--- src/rtl/dpd_actuator_pkg.sv ---
// Shared definitions for the DPD delay scheduler.
//   sched_state_e : scheduler states (IDLE, FILL, RUN)
//   calc_aw()     : address width AW for a given buffer depth
//   clamp_delay() : limits a requested delay to the buffer depth
package dpd_actuator_pkg;

  typedef enum logic [1:0] {
    ST_IDLE = 2'd0,
    ST_FILL = 2'd1,
    ST_RUN  = 2'd2
  } sched_state_e;

  // Delay fields are AW+1 bits so that a delay equal to the full depth fits.
  function automatic int calc_aw(input int max_taps);
    return $clog2(max_taps);
  endfunction

  function automatic int unsigned clamp_delay(input int unsigned req,
                                              input int unsigned max_taps);
    return (req > max_taps) ? max_taps : req;
  endfunction

endpackage

--- src/rtl/dpd_delay_ram.sv ---
// Circular sample buffer, DWIDTH x MAX_TAPS, read-before-write.
//   clk_i   : clock, rising edge
//   we_i    : write enable
//   waddr_i : write index
//   wdata_i : sample to store
//   raddr_i : read index (combinational read of the pre-write contents)
//   rdata_o : sample at raddr_i
// Contents are intentionally not reset; the scheduler masks stale entries.
module dpd_delay_ram
  import dpd_actuator_pkg::*;
#(
  parameter int DWIDTH   = 16,
  parameter int MAX_TAPS = 16,
  localparam int AW      = calc_aw(MAX_TAPS)
) (
  input  logic              clk_i,
  input  logic              we_i,
  input  logic [AW-1:0]     waddr_i,
  input  logic [DWIDTH-1:0] wdata_i,
  input  logic [AW-1:0]     raddr_i,
  output logic [DWIDTH-1:0] rdata_o
);

  logic [DWIDTH-1:0] mem_q [MAX_TAPS];

  always_ff @(posedge clk_i) begin
    if (we_i) begin
      mem_q[waddr_i] <= wdata_i;
    end
  end

  // Combinational read returns the old value when raddr_i == waddr_i,
  // which is what a delay of exactly MAX_TAPS relies on.
  assign rdata_o = mem_q[raddr_i];

endmodule

--- src/rtl/dpd_delay_sched.sv ---
// Programmable sample delay line with fill/lock scheduling.
//   clk_i, rst_i      : clock (rising edge), async active-high reset
//   en_i              : block enable, low returns to IDLE
//   din_i/din_valid_i : input samples
//   dout_o/dout_valid_o : delayed samples (registered, held when not valid)
//   cfg_delay_i, cfg_valid_i, cfg_ready_o : delay reconfiguration handshake
//   cur_delay_o       : delay in force
//   locked_o          : high while in RUN
//   cfg_err_o         : one-cycle pulse when a request was clamped
module dpd_delay_sched
  import dpd_actuator_pkg::*;
#(
  parameter int DWIDTH    = 16,
  parameter int MAX_TAPS  = 16,
  parameter int DEF_DELAY = 2,
  localparam int AW       = calc_aw(MAX_TAPS)
) (
  input  logic              clk_i,
  input  logic              rst_i,
  input  logic              en_i,
  input  logic [DWIDTH-1:0] din_i,
  input  logic              din_valid_i,
  output logic [DWIDTH-1:0] dout_o,
  output logic              dout_valid_o,
  input  logic [AW:0]       cfg_delay_i,
  input  logic              cfg_valid_i,
  output logic              cfg_ready_o,
  output logic [AW:0]       cur_delay_o,
  output logic              locked_o,
  output logic              cfg_err_o
);

  sched_state_e      state_q, state_d;
  logic [AW-1:0]     wr_ptr_q, wr_ptr_d;
  logic [AW:0]       fill_cnt_q, fill_cnt_d;
  logic [AW:0]       cur_delay_q, cur_delay_d;
  logic [DWIDTH-1:0] dout_q, dout_d;
  logic              dout_valid_q, dout_valid_d;
  logic              cfg_err_q, cfg_err_d;

  logic              ram_we;
  logic [AW-1:0]     ram_raddr;
  logic [DWIDTH-1:0] ram_rdata;
  logic [DWIDTH-1:0] out_sample;
  logic              cfg_accept;
  logic [AW:0]       clamped_delay;

  assign cfg_ready_o   = (state_q != ST_FILL);
  assign cfg_accept    = cfg_valid_i & cfg_ready_o;
  assign clamped_delay = (AW+1)'(clamp_delay(32'(cfg_delay_i), MAX_TAPS));

  // Modulo arithmetic on AW bits: a delay of MAX_TAPS truncates to 0 and
  // so addresses the slot about to be overwritten.
  assign ram_raddr  = wr_ptr_q - cur_delay_q[AW-1:0];
  assign out_sample = (cur_delay_q == '0) ? din_i : ram_rdata;

  dpd_delay_ram #(
    .DWIDTH   (DWIDTH),
    .MAX_TAPS (MAX_TAPS)
  ) u_ram (
    .clk_i   (clk_i),
    .we_i    (ram_we),
    .waddr_i (wr_ptr_q),
    .wdata_i (din_i),
    .raddr_i (ram_raddr),
    .rdata_o (ram_rdata)
  );

  always_ff @(posedge clk_i or posedge rst_i) begin
    if (rst_i) begin
      state_q      <= ST_IDLE;
      wr_ptr_q     <= '0;
      fill_cnt_q   <= '0;
      cur_delay_q  <= (AW+1)'(DEF_DELAY);
      dout_q       <= '0;
      dout_valid_q <= 1'b0;
      cfg_err_q    <= 1'b0;
    end else begin
      state_q      <= state_d;
      wr_ptr_q     <= wr_ptr_d;
      fill_cnt_q   <= fill_cnt_d;
      cur_delay_q  <= cur_delay_d;
      dout_q       <= dout_d;
      dout_valid_q <= dout_valid_d;
      cfg_err_q    <= cfg_err_d;
    end
  end

  always_comb begin
    state_d      = state_q;
    wr_ptr_d     = wr_ptr_q;
    fill_cnt_d   = fill_cnt_q;
    cur_delay_d  = cur_delay_q;
    dout_d       = dout_q;
    dout_valid_d = 1'b0;
    cfg_err_d    = 1'b0;
    ram_we       = 1'b0;

    if (cfg_accept) begin
      cur_delay_d = clamped_delay;
      cfg_err_d   = (clamped_delay != cfg_delay_i);
    end

    unique case (state_q)
      ST_IDLE: begin
        wr_ptr_d   = '0;
        fill_cnt_d = '0;
        if (en_i) begin
          state_d = ST_FILL;
        end
      end
      ST_FILL: begin
        if (din_valid_i) begin
          ram_we   = 1'b1;
          wr_ptr_d = wr_ptr_q + 1'b1;
          // The strobe that finds fill_cnt already equal to the delay is the
          // first one whose look-back sample was written after the restart.
          if (fill_cnt_q == cur_delay_q) begin
            state_d      = ST_RUN;
            dout_valid_d = 1'b1;
            dout_d       = out_sample;
          end else begin
            fill_cnt_d = fill_cnt_q + 1'b1;
          end
        end
      end
      ST_RUN: begin
        if (din_valid_i) begin
          ram_we   = 1'b1;
          wr_ptr_d = wr_ptr_q + 1'b1;
          // A sample arriving with a reconfiguration is stored but not output;
          // counting under the new delay begins with the following strobe.
          if (!cfg_accept) begin
            dout_valid_d = 1'b1;
            dout_d       = out_sample;
          end
        end
        if (cfg_accept) begin
          fill_cnt_d = '0;
          state_d    = ST_FILL;
        end
      end
      default: begin
        state_d = ST_IDLE;
      end
    endcase

    if (!en_i) begin
      state_d      = ST_IDLE;
      wr_ptr_d     = '0;
      fill_cnt_d   = '0;
      dout_valid_d = 1'b0;
      ram_we       = 1'b0;
    end
  end

  assign dout_o       = dout_q;
  assign dout_valid_o = dout_valid_q;
  assign cur_delay_o  = cur_delay_q;
  assign locked_o     = (state_q == ST_RUN);
  assign cfg_err_o    = cfg_err_q;

endmodule

--- config.mk ---
export PLATFORM = sky130hd
export DESIGN_NAME = dpd_delay_sched
export DESIGN_NICKNAME = d
export VERILOG_FILES = /design/src/rtl/dpd_actuator_pkg.sv /design/src/rtl/dpd_delay_ram.sv /design/src/rtl/dpd_delay_sched.sv
export SDC_FILE = /design/constraint.sdc
export NUM_CORES = 1
export LEC_CHECK = 0
export ABC_AREA = 1
export CORE_ASPECT_RATIO = 0.75
export CORE_MARGIN = 4
export CORE_UTILIZATION = 60
export DETAILED_ROUTE_END_ITERATION = 7
export PLACE_DENSITY = 0.79
export SETUP_SLACK_MARGIN = 0.05
export SYNTH_ARGS = -nofsm -noshare
export SYNTH_HDL_FRONTEND = slang
export SYNTH_SLANG_ARGS = --single-unit
--- constraint.sdc ---
create_clock -name clk_i -period 2.5 [get_ports clk_i]
set_input_delay 0.375 -clock clk_i [delete_from_list [all_inputs] [get_ports clk_i]]
set_output_delay 0.375 -clock clk_i [all_outputs]
set_load 0.05 [all_outputs]
==> flow_metrics.py <==
metrics = {
    "clock_tree": {
        "cts_max_level": 1,
        "cts_buffer_depth": 3,
        "clk_latency_ns": 0.56,
        "clk_pin_slew_ns": 0.07,
        "cts_tree": "built",
        "cts_sinks": 290,
        "cts-root-buf": "clkbuf_16",
        "cts_made_buffers": 28,
    },
    "global_route": {
        "grt_max_degree": 59,
        "grt_use_total_pct": 26.50,
        "grt_pass1_vias": 8700,
        "grt_pass1_wl_um": 48420,
        "grt_overflow": 0,
        "antenna_found_initial": 0,
    },
    "synthesis": {
        "synth.most_common_cell": "nand2_1",
        "post_synth_most_frequent_cells": "483 x nand2_1, 256 x edfxtp_1, 121 x nand3_1, 118 x inv_1, 102 x nor2_1",
        "syn-mean-instance-area_um2": 10.01,
        "ys.flop_type": "edfxtp_1",
        "netlist_area_um2": 12770,
        "yosysTopAreaCell": "edfxtp_1",
        "netlist.area_leader.share_pct": 60.22,
        "synthCells": 1275,
        "synth_edf_count": 256,
        "ys_types": 32,
        "synth_fp_nets": 1314,
        "ys_ff_latch": 290,
        "yosysSeqAreaShare_pct": 66.89,
        "async_reset_ff_share_pct": 11.72,
        "synth.area.top_cells": "edfxtp_1 60%, nand2_1 14%, dfrtp_1 6.5%, nand3_1 4.7%, inv_1 3.5%",
        "yosysWarnings": 0,
    },
    "floorplan": {
        "io_pins": 51,
        "fp.dieW_um": 176.4,
        "dieHeight_um": 134.3,
        "start_util_pct": 62.12,
        "dieArea_um2": 23700,
        "placementRows": 45,
        "fp.coreArea_um2": 20550,
    },
    "timing": {
        "rsz0062_at_grt": "true",
        "worst_slack_ns": 0.1245,
        "finalMaxSlewViolations": 0,
        "tightest_slew_ns": 0.6486,
        "timing.final.crit_share_pct": 95.02,
        "skew_ns": 0.03231,
        "slew_headroom_pct": 56.62,
        "hold_violations": 0,
        "fmax_mhz": 421.0,
        "setup_viol": 0,
        "finalHoldWorstSlack_ns": 0.2542,
        "setup_tns_ns": 0,
        "min_period_ns": 2.376,
    },
    "route": {
        "drcViolationCount": 0,
        "drt.antenna.violating_nets": 0,
        "vias": 9230,
        "wirelength_um": 31410,
        "via_per_inst": 5.530,
        "wire_per_inst_um": 18.82,
        "dr.first_iter.drc_count": 1183,
        "dr.pass1.iters": 5,
    },
    "placement": {
        "io_buffers": 50,
        "dp_hpwl_um": 18780,
        "gp_congestion": 0.8623,
        "dp.cells": 1611,
        "pre_cts_ws_ns": 0.07819,
        "placed_cell_area_um2": 13970,
    },
    "cells_and_area": {
        "instances_no_fill": 1669,
        "fillers": 1403,
        "design_area_um2": 14970,
        "diodes": 0,
        "layout-drive-gt1-share_pct": 9.877,
        "final_util_pct": 72.86,
        "nets": 1407,
        "area_delta_synth_final_pct": 17.30,
    },
    "setup_path": {
        "critPathTopFamily": "adder cells",
        "worst-path-max-fanout": 16,
        "critical_path_arrival_ns": 2.79,
        "crit_slowest_cell": "fa_2",
        "cp_num_buf_inv": 5,
        "cpPeakStageDelay_ns": 0.61,
        "crit_path_frequent_cell": "nand3_1",
        "cp_cell_sequence": "inv_2 -> ha_4 -> inv_1 -> fa_2 -> buf_12 -> buf_12 -> buf_4 -> nand3_1 -> nand3_1 -> nand3_1 -> nand3_1 -> a21oi_1",
        "crit_path_start_kind": "register",
        "critPathKind": "reg2reg",
        "required_ns": 2.92,
        "worstSetupEndpointType": "register",
    },
    "job": {
        "maxCapViolations": 0,
    },
    "power": {
        "powerDensity_nw_per_um2": 1191,
        "p_leak_nw": 6.318,
        "power.total_mw": 17.84,
        "peakVddDrop_v": 0.0007375,
    },
    "hold_path": {
        "hp-class": "in2async",
    },
    "run_status": {
        "outcome": "completed",
    },
}
sequential cells by signal (all words and copies together) (netlist names):
signal and flops:
cur_delay_o 5, dout_o 16, dout_valid_o 1, wr_ptr_q 4
state_q 2, cfg_err_o 1, u_ram.mem_q 256, fill_cnt_q 5
worst paths after layout:
check | start | to | slack [ns] | cells after the start
hold / removal | rst_i | dout_o[13] | 0.25 | 3
min in group clk_i | cfg_delay_i[3] | cur_delay_o[3] | 0.43 | 3
max in group asynchronous | rst_i | dout_o[0] | 1.83 | 3
setup / recovery | wr_ptr_q[0] | dout_o[10] | 0.12 | 12
setup reg to reg | wr_ptr_q[0] | dout_o[10] | 0.12 | 12
hold reg to reg | dout_o[13] | dout_o[13] | 0.52 | 2
cells in the final DEF, fill, tap and decap left out, types with 4 or more instances in the layout:
cell	count
o21ai_1	12
clkbuf_16	30
clkinv_1	6
clkbuf_1	8
a21oi_1	19
dfrtp_1	33
nand2_1	483
edfxtp_1	256
nor3_1	4
buf_12	13
nor2_2	16
ha_1	11
nor2_1	86
clkdlybuf4s50_1	48
buf_4	54
o21ai_0	34
inv_1	116
inv_2	4
nand3_1	121
cells by family (layout without fill, tap and decap cells):
logic type | after synthesis | in the layout | synth area share (%)
adder cells (fa/ha/maj) | 13 | 13 | 1.333
AND/OR/NAND/NOR | 718 | 718 | 22.57
XOR/XNOR | 6 | 6 | 0.4705
buffers and inverters | 178 | 290 | 5.871
flip-flops | 290 | 290 | 66.89
AO/OA/AOI/OAI | 70 | 70 | 2.862
tightest hold or removal path, stage by stage:
cell and delay (ns):
clkdlybuf4s50_1 0.40, inv_1 0.05, buf_4 0.44
metal layers:
| layer | wire, um | up-vias | track usage, % |
|---|---|---|---|
| met2 | 14470 | 519 | 41.77 |
| li1 | - | 4340 | - |
| met3 | 3416 | 71 | 4.903 |
| met4 | 765 | 0 | 6.529 |
| met1 | 12750 | 4300 | 39.00 |
| met5 | 0 | - | 0 |
cell type report:
type | instances | area, um2 | share of cell area (%)
clock buffers | 37 | 755.7 | 5.047
multi-input cells | 807 | 3545 | 23.67
inverters | 122 | 466.7 | 3.117
well taps | 282 | 352.8 | 2.356
repair buffers | 119 | 1204 | 8.038
flip-flops and latches | 290 | 8539 | 57.03
clock inverters | 12 | 111.4 | 0.7436
repair_timing:
item	4_1_cts	5_1_grt
buffers inserted	0	8
hold endpoints to repair	0	0
pin swaps	0	3
hold buffers	0	0
gates resized for setup	3	16
gates cloned	0	1
setup endpoints to repair	3	16
where the power goes:
group | switching (mW) | internal (mW) | leakage, nW
Sequential | 0.200 | 5.51 | 2.73
Clock | 1.74 | 2.32 | 0.419
Combinational | 5.33 | 2.73 | 3.17
Total | 7.27 | 10.6 | 6.32
(Power assumes the default switching activity.)
